File: src/rtl/sevenseg_scan_mux.sv
// sevenseg_scan_mux: four-digit multiplexed seven-segment driver
// with frame-synchronous display updates and leading-zero blanking.
module sevenseg_scan_mux #(
  parameter int REFRESH_DIV = 100000
) (
  input  logic        clk,
  input  logic        rst_n,
  input  logic [15:0] bcd_in,
  input  logic [3:0]  dp_in,
  input  logic        load,
  input  logic        blank_lz,
  output logic [3:0]  an,
  output logic [6:0]  segment,
  output logic        dp,
  output logic        frame_tick,
  output logic        bcd_err
);

  localparam int PW = (REFRESH_DIV > 1) ? $clog2(REFRESH_DIV) : 1;

  logic [PW-1:0] presc;
  logic [1:0]    idx;
  logic [15:0]   shadow;
  logic [3:0]    shadow_dp;
  logic [15:0]   disp;
  logic [3:0]    disp_dp;
  logic          pending;
  logic          slot_tick;
  logic          boundary;

  logic [3:0]    nib;
  logic [3:0]    blank;
  logic [6:0]    seg_on;
  logic          nib_bad;
  logic [3:0]    an_d;
  logic [6:0]    seg_d;
  logic          dp_d;

  assign slot_tick = (presc == PW'(REFRESH_DIV - 1));
  assign boundary  = slot_tick && (idx == 2'd3);

  // prescaler and digit index
  always_ff @(posedge clk) begin
    if (!rst_n) begin
      presc <= '0;
      idx   <= '0;
    end else if (slot_tick) begin
      presc <= '0;
      idx   <= idx + 2'd1;
    end else begin
      presc <= presc + PW'(1);
    end
  end

  // shadow capture and frame-aligned display update
  always_ff @(posedge clk) begin
    if (!rst_n) begin
      shadow    <= '0;
      shadow_dp <= '0;
      disp      <= '0;
      disp_dp   <= '0;
      pending   <= 1'b0;
    end else if (boundary && load) begin
      disp    <= bcd_in;
      disp_dp <= dp_in;
      pending <= 1'b0;
    end else if (boundary && pending) begin
      disp    <= shadow;
      disp_dp <= shadow_dp;
      pending <= 1'b0;
    end else if (load) begin
      shadow    <= bcd_in;
      shadow_dp <= dp_in;
      pending   <= 1'b1;
    end
  end

  // active nibble and leading-zero blank mask
  always_comb begin
    nib = disp[3:0];
    case (idx)
      2'd0: nib = disp[3:0];
      2'd1: nib = disp[7:4];
      2'd2: nib = disp[11:8];
      2'd3: nib = disp[15:12];
      default: nib = disp[3:0];
    endcase
    blank    = 4'b0000;
    blank[3] = blank_lz && (disp[15:12] == 4'd0);
    blank[2] = blank[3] && (disp[11:8] == 4'd0);
    blank[1] = blank[2] && (disp[7:4] == 4'd0);
  end

  // BCD to active-high a..g
  always_comb begin
    seg_on  = 7'h00;
    nib_bad = 1'b0;
    case (nib)
      4'd0: seg_on = 7'h3F;
      4'd1: seg_on = 7'h06;
      4'd2: seg_on = 7'h5B;
      4'd3: seg_on = 7'h4F;
      4'd4: seg_on = 7'h66;
      4'd5: seg_on = 7'h6D;
      4'd6: seg_on = 7'h7D;
      4'd7: seg_on = 7'h07;
      4'd8: seg_on = 7'h7F;
      4'd9: seg_on = 7'h6F;
      default: nib_bad = 1'b1;
    endcase
  end

  // next output values for the active slot
  always_comb begin
    an_d  = 4'b1111;
    seg_d = 7'h7F;
    dp_d  = 1'b1;
    if (!blank[idx]) begin
      an_d      = 4'b1111;
      an_d[idx] = 1'b0;
      seg_d     = ~seg_on;
      dp_d      = ~disp_dp[idx];
    end
  end

  // registered, glitch-free outputs
  always_ff @(posedge clk) begin
    if (!rst_n) begin
      an         <= 4'b1111;
      segment    <= 7'h7F;
      dp         <= 1'b1;
      frame_tick <= 1'b0;
      bcd_err    <= 1'b0;
    end else begin
      an         <= an_d;
      segment    <= seg_d;
      dp         <= dp_d;
      frame_tick <= boundary;
      bcd_err    <= bcd_err | (nib_bad & ~blank[idx]);
    end
  end

endmodule

File: config.mk
export PLATFORM = sky130hd
export DESIGN_NAME = sevenseg_scan_mux
export DESIGN_NICKNAME = d
export VERILOG_FILES = /design/src/rtl/sevenseg_scan_mux.sv
export SDC_FILE = /design/constraint.sdc
export NUM_CORES = 1
export LEC_CHECK = 0
export ABC_AREA = 1
export CORE_ASPECT_RATIO = 1.25
export CORE_UTILIZATION = 30
export CTS_CLUSTER_SIZE = 14
export DETAILED_ROUTE_END_ITERATION = 8
export DONT_BUFFER_PORTS = 1
export SLEW_MARGIN = 20
export SYNTH_ARGS = -nofsm -noshare
export SYNTH_HDL_FRONTEND = slang
export SYNTH_SLANG_ARGS = --single-unit
File: constraint.sdc
create_clock -name clk -period 2.25 [get_ports clk]
set_input_delay 0.5625 -clock clk [delete_from_list [all_inputs] [get_ports clk]]
set_output_delay 0.5625 -clock clk [all_outputs]
set_load 0.005 [all_outputs]
# == Word level (Yosys, flattened, before mapping) ==
# Index checks and enable logic that the tools add are counted.
# op_classes
bitwise,9
magnitude_cmp,2
n_div,0
add_sub_neg,2
mux,13
n_shift,0
n_eq_ne,13
n_reduce_logical,18
mul,0
# ops
operator,count
one-hot mux 7 bit (10 select lines),1
two-way mux 16 bit,2
adder 17 x 1 -> 17 bit (second input constant),1
equality test 17 bit (second input constant),1
equality test 4 x 3 -> 1 bit (second input constant),4
logical NOT 4 bit,4
one-hot mux 4 bit (4 select lines),1
OR reduction 10 bit,1
equality test 4 x 2 -> 1 bit (second input constant),2
equality test 4 bit (second input constant),2
two-way mux 4 bit,2
logical AND 1 bit,7
inverter 7 bit,1
inverter 1 bit,5
binary-select mux 1 bit (select 2 bit),2
equality test 2 bit (second input constant),2
equality test 4 x 1 -> 1 bit (second input constant),1
two-way mux 1 bit,4
inverter 4 bit,1
OR reduction 2 bit,2
less-than comparator 2 x 3 -> 1 bit (second input constant),1
AND reduction 3 bit,1
OR reduction 3 bit,1
adder 2 x 1 -> 2 bit (second input constant),1
7 further kinds,7
# word_totals
mem_bits_ro,0
input_bits,24
word_cells,69
mem_count,0
out_inout_bits,14
mem_bits_rw,0
latch_bits,0
regBits,74

# == Logic depth before layout (Yosys ltp) ==
# Gate-level depths: netlist of the first run.
# logic_depth
depth_word,9
mapped_depth,12
ltp_nobuf,12

# == Worst setup path after synthesis of the first run ==
# OpenSTA, ideal clock, no wires.
# synth_timing
path_kind,reg2reg
from,register idx[0]
to,register segment[6]
n_path_buf,0
period_less_slack_ps,1870
setup_slack_ps,380
path_stages_with_launch,11
arrival_ps,1745
t_required_ps,2125
cell_sequence,dfxtp_1 inv_1 ha_1 inv_2 nand2_1 o22ai_1 nand2_1 nor2_1 inv_1 nand3_1 nand2_1
# synth_between
elab_chain_len,5
# synth_lines
element,line,text
start: declaration,22,logic [1:0] idx;
start signal: assignment,49,idx <= idx + 2'd1;
equality test 2 bit (tied with other cells),81,case (idx)
one-hot mux 4 bit (4 select lines),81,
equality test 4 bit (tied with other cells),98,case (nib)
one-hot mux 7 bit (10 select lines),98,
inverter 7 bit,121,seg_d = ~seg_on;
end signal: assignment,136,segment <= seg_d;
end: declaration,13,"output logic [6:0] segment,"
# Parallel ways exist; a longest one is shown, timed or not. The select of a mux whose other input is x is not followed.
# A chain may end at the register's enable or synchronous reset.

# == Worst setup path in the final report of the first run ==
# layout_timing
from,register idx[0]
to,register segment[3]
# The elaborated chain is that of the path after synthesis.

==> impl_metrics.ini, run 1 <==
[synth]
syn_nets = 595
yosysUniqueCellTypes = 28
synth_top_family_by_area = simple AND/OR/NAND/NOR gates
async_flop_share_pct = 0
synth_compound_area_share_pct = 11.1
synth_top_area_share_pct = 40.7
synth_seq_cells = 74
synth-simple-area-share_pct = 33.3
synthAdderAreaFrac_pct = 2.06
synthMuxAreaShare_pct = 0
yosysWarnings = 0
synthXorXnorAreaFrac_pct = 0.964
synth-edff-count = 0
avgSynthCellArea_um2 = 6.44
synth_top_area_cell = dfxtp_1
ys.flop_type = dfxtp_1
synth_area_leaders = dfxtp_1, nand2_1, inv_1, a21oi_1, nand3_1
syn_area_um2 = 3640
synth_seq_area_share_pct = 40.7
synth_cells = 565

[floorplan]
die_width_um = 100
core_um2 = 11700
io_pins = 38
initial_core_util_pct = 31.0
die_h_um = 125
row_count = 44
die-area_um2 = 12600

[place]
routabilityCongestion = 0.828
dp_cells = 704
port_buffers = 0
dp_hpwl_um = 5700

[setup_path]
crit-reg2reg-launch = idx[0]$_SDFFE_PN0N_
regToRegSetupSlack_ps = 200
cp-start-kind = register
critPathMaxStageDelay_ps = 480
critical_path_arrival_ps = 2260
worstSetupStartpoint = idx[0]$_SDFFE_PN0N_
worstPathRequired_ps = 2460
critPathCaptureType = register
path_cells = inv_1 -> ha_1 -> inv_2 -> nand2_1 -> o22ai_2 -> nand2_1 -> a21oi_1 -> nor2_1 -> nand2_1 -> nand2_1
cp_max_fo = 9
r2r-end = segment[3]$_SDFF_PP1_
path_class = register to register
ff2ff_path_depth = 10
cp_common_cell = nand2_1
crit_end = segment[3]$_SDFF_PP1_
cpMaxStageDelayCell = dfxtp_1

[layout]
layout_common_cells = nand2_1, inv_1, dfxtp_1
drive_gt1_share_pct = 4.47
final_common_cell = nand2_1
final_nets = 584
diodes = 0
instances_no_fill = 720
syn_to_final_growth_pct = 10.8
fillers = 1287

[detailed_routing]
first_pass_iters = 4
wire_per_inst_um = 11.3
viasPerCell = 4.55
wl_um = 8160
ant_nets = 0
first_iter_violations = 164
vias = 3279
drc = 0

[power]
power.density_nw_per_um2 = 695
peakVddDrop_uv = 275
p_leak_nw = 1.93

[cts]
ctsLongestPathBuffers = 2
postCtsSetupRepairBufs = 0
cts_made_buffers = 9
cts.sinks = 74
cts.clk_slew.worst_paths_ps = 60
htreeDepth = 3
cts_tree = yes
clk_latency_ps = 340
cts_root_buf = clkbuf_16

[min_path]
hold_class = primary input to register
worstHoldStart = rst_n

[sta]
relSlewSlack_pct = 62.8
slew_violations = 0
timing.setup.tns_ps = 0
finalHoldViolCount = 0
rsz0062_at_grt = false
finClkSkew_ps = 6.80
setup_viol = 0
period_minus_slack_ps = 2050
max_freq_ghz = 0.488
worstMarginPinSlew_ps = 555
min_period_over_period_pct = 91.1

[grt]
grt_usage_pct = 14.0
grt_max_degree = 63
grt_pass1_wl_um = 14100
grt_pass1_vias = 3088
grt_overflow = 0
antenna_found_initial = 0

[flow_run]
maxCapViolations = 0

[run_status]
status = finished clean
timing repair:
action / CTS / global route
hold buffers: 0 / 0
resized for setup: 0 / 1
hold endpoints to repair: 0 / 0
endpoints found under the setup margin: 0 / 5
layer usage:
metal,wire length [µm],global-route usage (%),vias to the layer above,share of wire (%)
met2,3820,22.3,94,47
met5,0,0,-,0
met3,420,3.24,13,5.2
met1,3700,17.1,1449,45
li1,-,-,1723,-
met4,210,8.35,0,2.6
state kept, by name, indices dropped and copies added, names as in the netlist:
register	cells
presc	17
disp_dp	4
frame_tick	1
pending	1
shadow_dp	4
shadow	16
idx	2
an	4
segment	7
bcd_err	1
disp	16
dp	1
synth_stat cells (3+ instances only):
master    count
inv_1        83
nor3_1        5
dfxtp_1      74
buf_1         4
buf_2        11
a21oi_1      57
nand3_1      40
nand4_1       6
ha_1          6
o21ai_0      13
xor2_1        3
clkbuf_1      9
nor2_1       52
nand2_1     184
cell families after synthesis:
family,after synthesis
AO/OA/AOI/OAI,77
XOR/XNOR,4
adder cells (fa/ha/maj),6
buffers and inverters,110
flip-flops,74
AND/OR/NAND/NOR,294
report_power, final:
group	total, mW	leakage (nW)	internal, mW	switching [mW]
Combinational	0.121	1.20	0.0525	0.0689
Clock	1.31	0.125	0.774	0.537
Sequential	1.37	0.605	1.35	0.0191
Total	2.80	1.93	2.18	0.625
layout make-up:
cell class / instances / area (µm²) / area share [%]
clock buffer: 12 / 246 / 6.12
timing repair buffer: 3 / 22.5 / 0.559
tap: 161 / 201 / 5.00
inverter: 85 / 319 / 7.92
clock inverter: 4 / 27.5 / 0.683
sequential: 74 / 1480 / 36.8
multi-input combinational: 381 / 1730 / 43.0
how the worst min path moves through the flow:
stage,endpoint,cells after the start
after global placement,presc[0]$_SDFF_PP0_,1
final,bcd_err$_SDFF_PN0_,2
after floorplan,presc[0]$_SDFF_PP0_,1
after global routing,shadow[8]$_SDFFE_PN0P_,2
after detailed placement,presc[0]$_SDFF_PP0_,1
after CTS,bcd_err$_SDFF_PN0_,2
stage by stage:
step	cell area, µm²	hold WS (ps)	setup slack (ps)	total power [mW]	utilization (%)
floorplan	3640	418	380	1.52	-
global placement	3750	429	211	1.51	32.0
detailed placement	3750	453	70.0	1.52	32.0
CTS	4020	330	56.3	2.85	34.3
global route	4030	350	21.0	2.93	34.4
finish	4030	343	200	2.80	34.4
critical path: cells and delay by family (launching register included):
kind                       cells  cell delay (ps)
and+or+nand+nor                5              440
adders and majority gates      1              280
AOI/OAI and AO/OA              2              430
DFF                            1              480
buffers and inverters          2              280
Power figures use the tool's default switching activity.
==> run 2: changes to the inputs <==
- CTS_CLUSTER_DIAMETER: not set -> 100
==> results of run 2 <==
Final layout, timing and power as in run 1 (identical DEF).
==> run 3: changes to the inputs <==
- ABC_AREA: 1 -> 0
==> run 3 against run 2 <==
Effect of this change: die area fell by 7.7%; sequential share of layout area up 2.4 points; sequential power barely moved; largest power group unchanged.
==> impl_metrics.ini, run 3 <==
[synth]
synthTopCellsByCount = dfxtp_1, nand2_1, nor2_1
async_flop_share_pct = 0
synth_seq_cells = 74
avgSynthCellArea_um2 = 9.31
synth-edff-count = 0
synth-simple-area-share_pct = 19.6
yosysUniqueCellTypes = 43
synth_area_leaders = dfxtp_1, o32ai_2, nand2_1, a22oi_1, nand3_1
yosysMostFrequentCell = dfxtp_1
synth_top_area_share_pct = 44.2
synth_seq_area_share_pct = 44.2
syn_area_um2 = 3350
synth_top_area_cell = dfxtp_1
syn_nets = 390
yosysWarnings = 0
synth_cells = 360
synthXorXnorAreaFrac_pct = 4.44
synth_top_family_by_area = compound AO/OA/AOI/OAI gates
synthAdderAreaFrac_pct = 2.24
synthMuxAreaShare_pct = 2.54
ys.flop_type = dfxtp_1
synth_compound_area_share_pct = 22.0

[setup_path]
worstPathRequired_ps = 2460
cp-start-kind = register
crit-reg2reg-launch = idx[0]$_SDFFE_PN0N_
path_class = register to register
r2r-end = segment[6]$_SDFF_PP1_
cp_max_fo = 7
ff2ff_path_depth = 8
critPathCaptureType = register
regToRegSetupSlack_ps = 230
critical_path_arrival_ps = 2230

[grt]
antenna_found_initial = 0
grt_overflow = 0
grt_max_degree = 66
grt_pass1_wl_um = 12200
grt_pass1_vias = 2478
grt_usage_pct = 13.7

[place]
routabilityCongestion = 0.844
port_buffers = 0
place_ws_ps = 104
dp_cells = 479
dp_hpwl_um = 5000
placed_area_um2 = 3500

[layout]
top_register = presc
fin_util_pct = 35.3
reg_top3 = presc (17), disp (16), shadow (16)
layout_common_cells = dfxtp_1, nand2_1, nand3_1, nor2_1, o21ai_0
diodes = 0
fin_area_um2 = 3790
final_nets = 389
syn_to_final_growth_pct = 13.0
drive_gt1_share_pct = 16.3
fillers = 1128
final_common_cell = dfxtp_1
largest_register_ffs = 17
instances_no_fill = 495

[cts]
cts_made_buffers = 9
htreeDepth = 3
ctsLongestPathBuffers = 2
cts_root_buf = clkbuf_16
cts.sinks = 74
clk_latency_ps = 330
cts_hold_buf = 0
cts.clk_slew.worst_paths_ps = 60
cts_tree = yes

[detailed_routing]
ant_nets = 0
wl_met3_um = 465
drc = 0
first_iter_violations = 154
met2WireLength_um = 3490
wl_um = 7180
wl_met1_um = 3070
highest_layer = met4
viasPerCell = 5.15
first_pass_iters = 5
wire_per_inst_um = 14.5
vias = 2549

[sta]
period_minus_slack_ps = 2020
setup_slack_ps = 226
finClkSkew_ps = 6.46
rsz0062_at_grt = false
timing.setup.tns_ps = 0
min_period_over_period_pct = 90.0
worstMarginPinSlew_ps = 564
slew_violations = 0
relSlewSlack_pct = 61.4
max_freq_ghz = 0.494
finalHoldViolCount = 0
setup_viol = 0
fin_hold_ws_ps = 364

[power]
power.total_mw = 2.76
power.density_nw_per_um2 = 729
p_leak_nw = 1.29
peakVddDrop_uv = 274

[min_path]
worstHoldStart = bcd_in[6]
hold_class = primary input to register
hold-path-endpoint = shadow[6]$_SDFFE_PN0P_
min_path_cells = 2

[floorplan]
io_pins = 38
initial_core_util_pct = 31.3
row_count = 42
die-area_um2 = 11600
core_um2 = 10700
die_width_um = 96.5
die_h_um = 120

[flow_run]
maxCapViolations = 0

[run_status]
status = finished clean
run 3: changes by cell type after synthesis, sizes merged, moves of 5 or more:
cell | previous run | this run
o21ai | 13 | 26
nand4 | 7 | 2
a21oi | 57 | 4
nor2 | 52 | 32
xor2 | 3 | 8
o32ai | 0 | 20
a22oi | 0 | 21
nand3 | 40 | 30
nand2 | 185 | 57
nor4 | 0 | 6
xnor2 | 1 | 9
inv | 84 | 8
run 3: what timing repair did:
action	in CTS	in global routing
buffers inserted	0	1
gates resized for setup	0	4
setup endpoints to repair	0	5
run 3: how the worst max path moves through the flow:
stage	startpoint	to	slack (ps)
floorplan	idx[0]$_SDFFE_PN0N_	segment[3]$_SDFF_PP1_	210
global placement	idx[0]$_SDFFE_PN0N_	bcd_err$_SDFF_PN0_	190
detailed placement	idx[0]$_SDFFE_PN0N_	bcd_err$_SDFF_PN0_	100
CTS	idx[0]$_SDFFE_PN0N_	bcd_err$_SDFF_PN0_	50
global route	presc[0]$_SDFF_PP0_	shadow[11]$_SDFFE_PN0P_	70
finish	idx[0]$_SDFFE_PN0N_	segment[6]$_SDFF_PP1_	230
run 3: kinds of logic (layout without fill, tap and decap cells):
group / after synthesis / in the layout
compound gates: 83 / 83
xor+xnor: 17 / 17
fa+ha+maj: 6 / 6
buf+inv: 34 / 37
flops: 74 / 74
mux: 7 / 7
simple gates: 139 / 139
run 3: where the power goes:
| part | switching (mW) | internal, mW |
|---|---|---|
| registers | 0.0179 | 1.35 |
| logic | 0.0612 | 0.0375 |
| clock network | 0.500 | 0.798 |
run 3: cell type report:
type                            instances  area (µm²)  area share (%)
Clock buffer                           13         260            6.87
Clock inverter                          2        12.5           0.330
Sequential cell                        74        1480            39.2
Inverter                                9        33.8           0.892
Multi-Input combinational cell        252        1710            45.1
Tap cell                              132         165            4.36
Timing Repair Buffer                   13         123            3.24
run 3: per-layer routing:
metal	global-route usage (%)	vias up
met4	6.43	0
met5	0	-
li1	-	1288
met1	16.6	1188
met3	4.25	10
met2	21.8	63
run 3: critical path: stages, from the launching register on:
cell and delay, ps:
dfxtp_2 400, inv_1 110, ha_1 270, a222oi_1 330, buf_4 180, mux2i_2 120, and2_1 190, a22oi_1 200
nand3_1 90
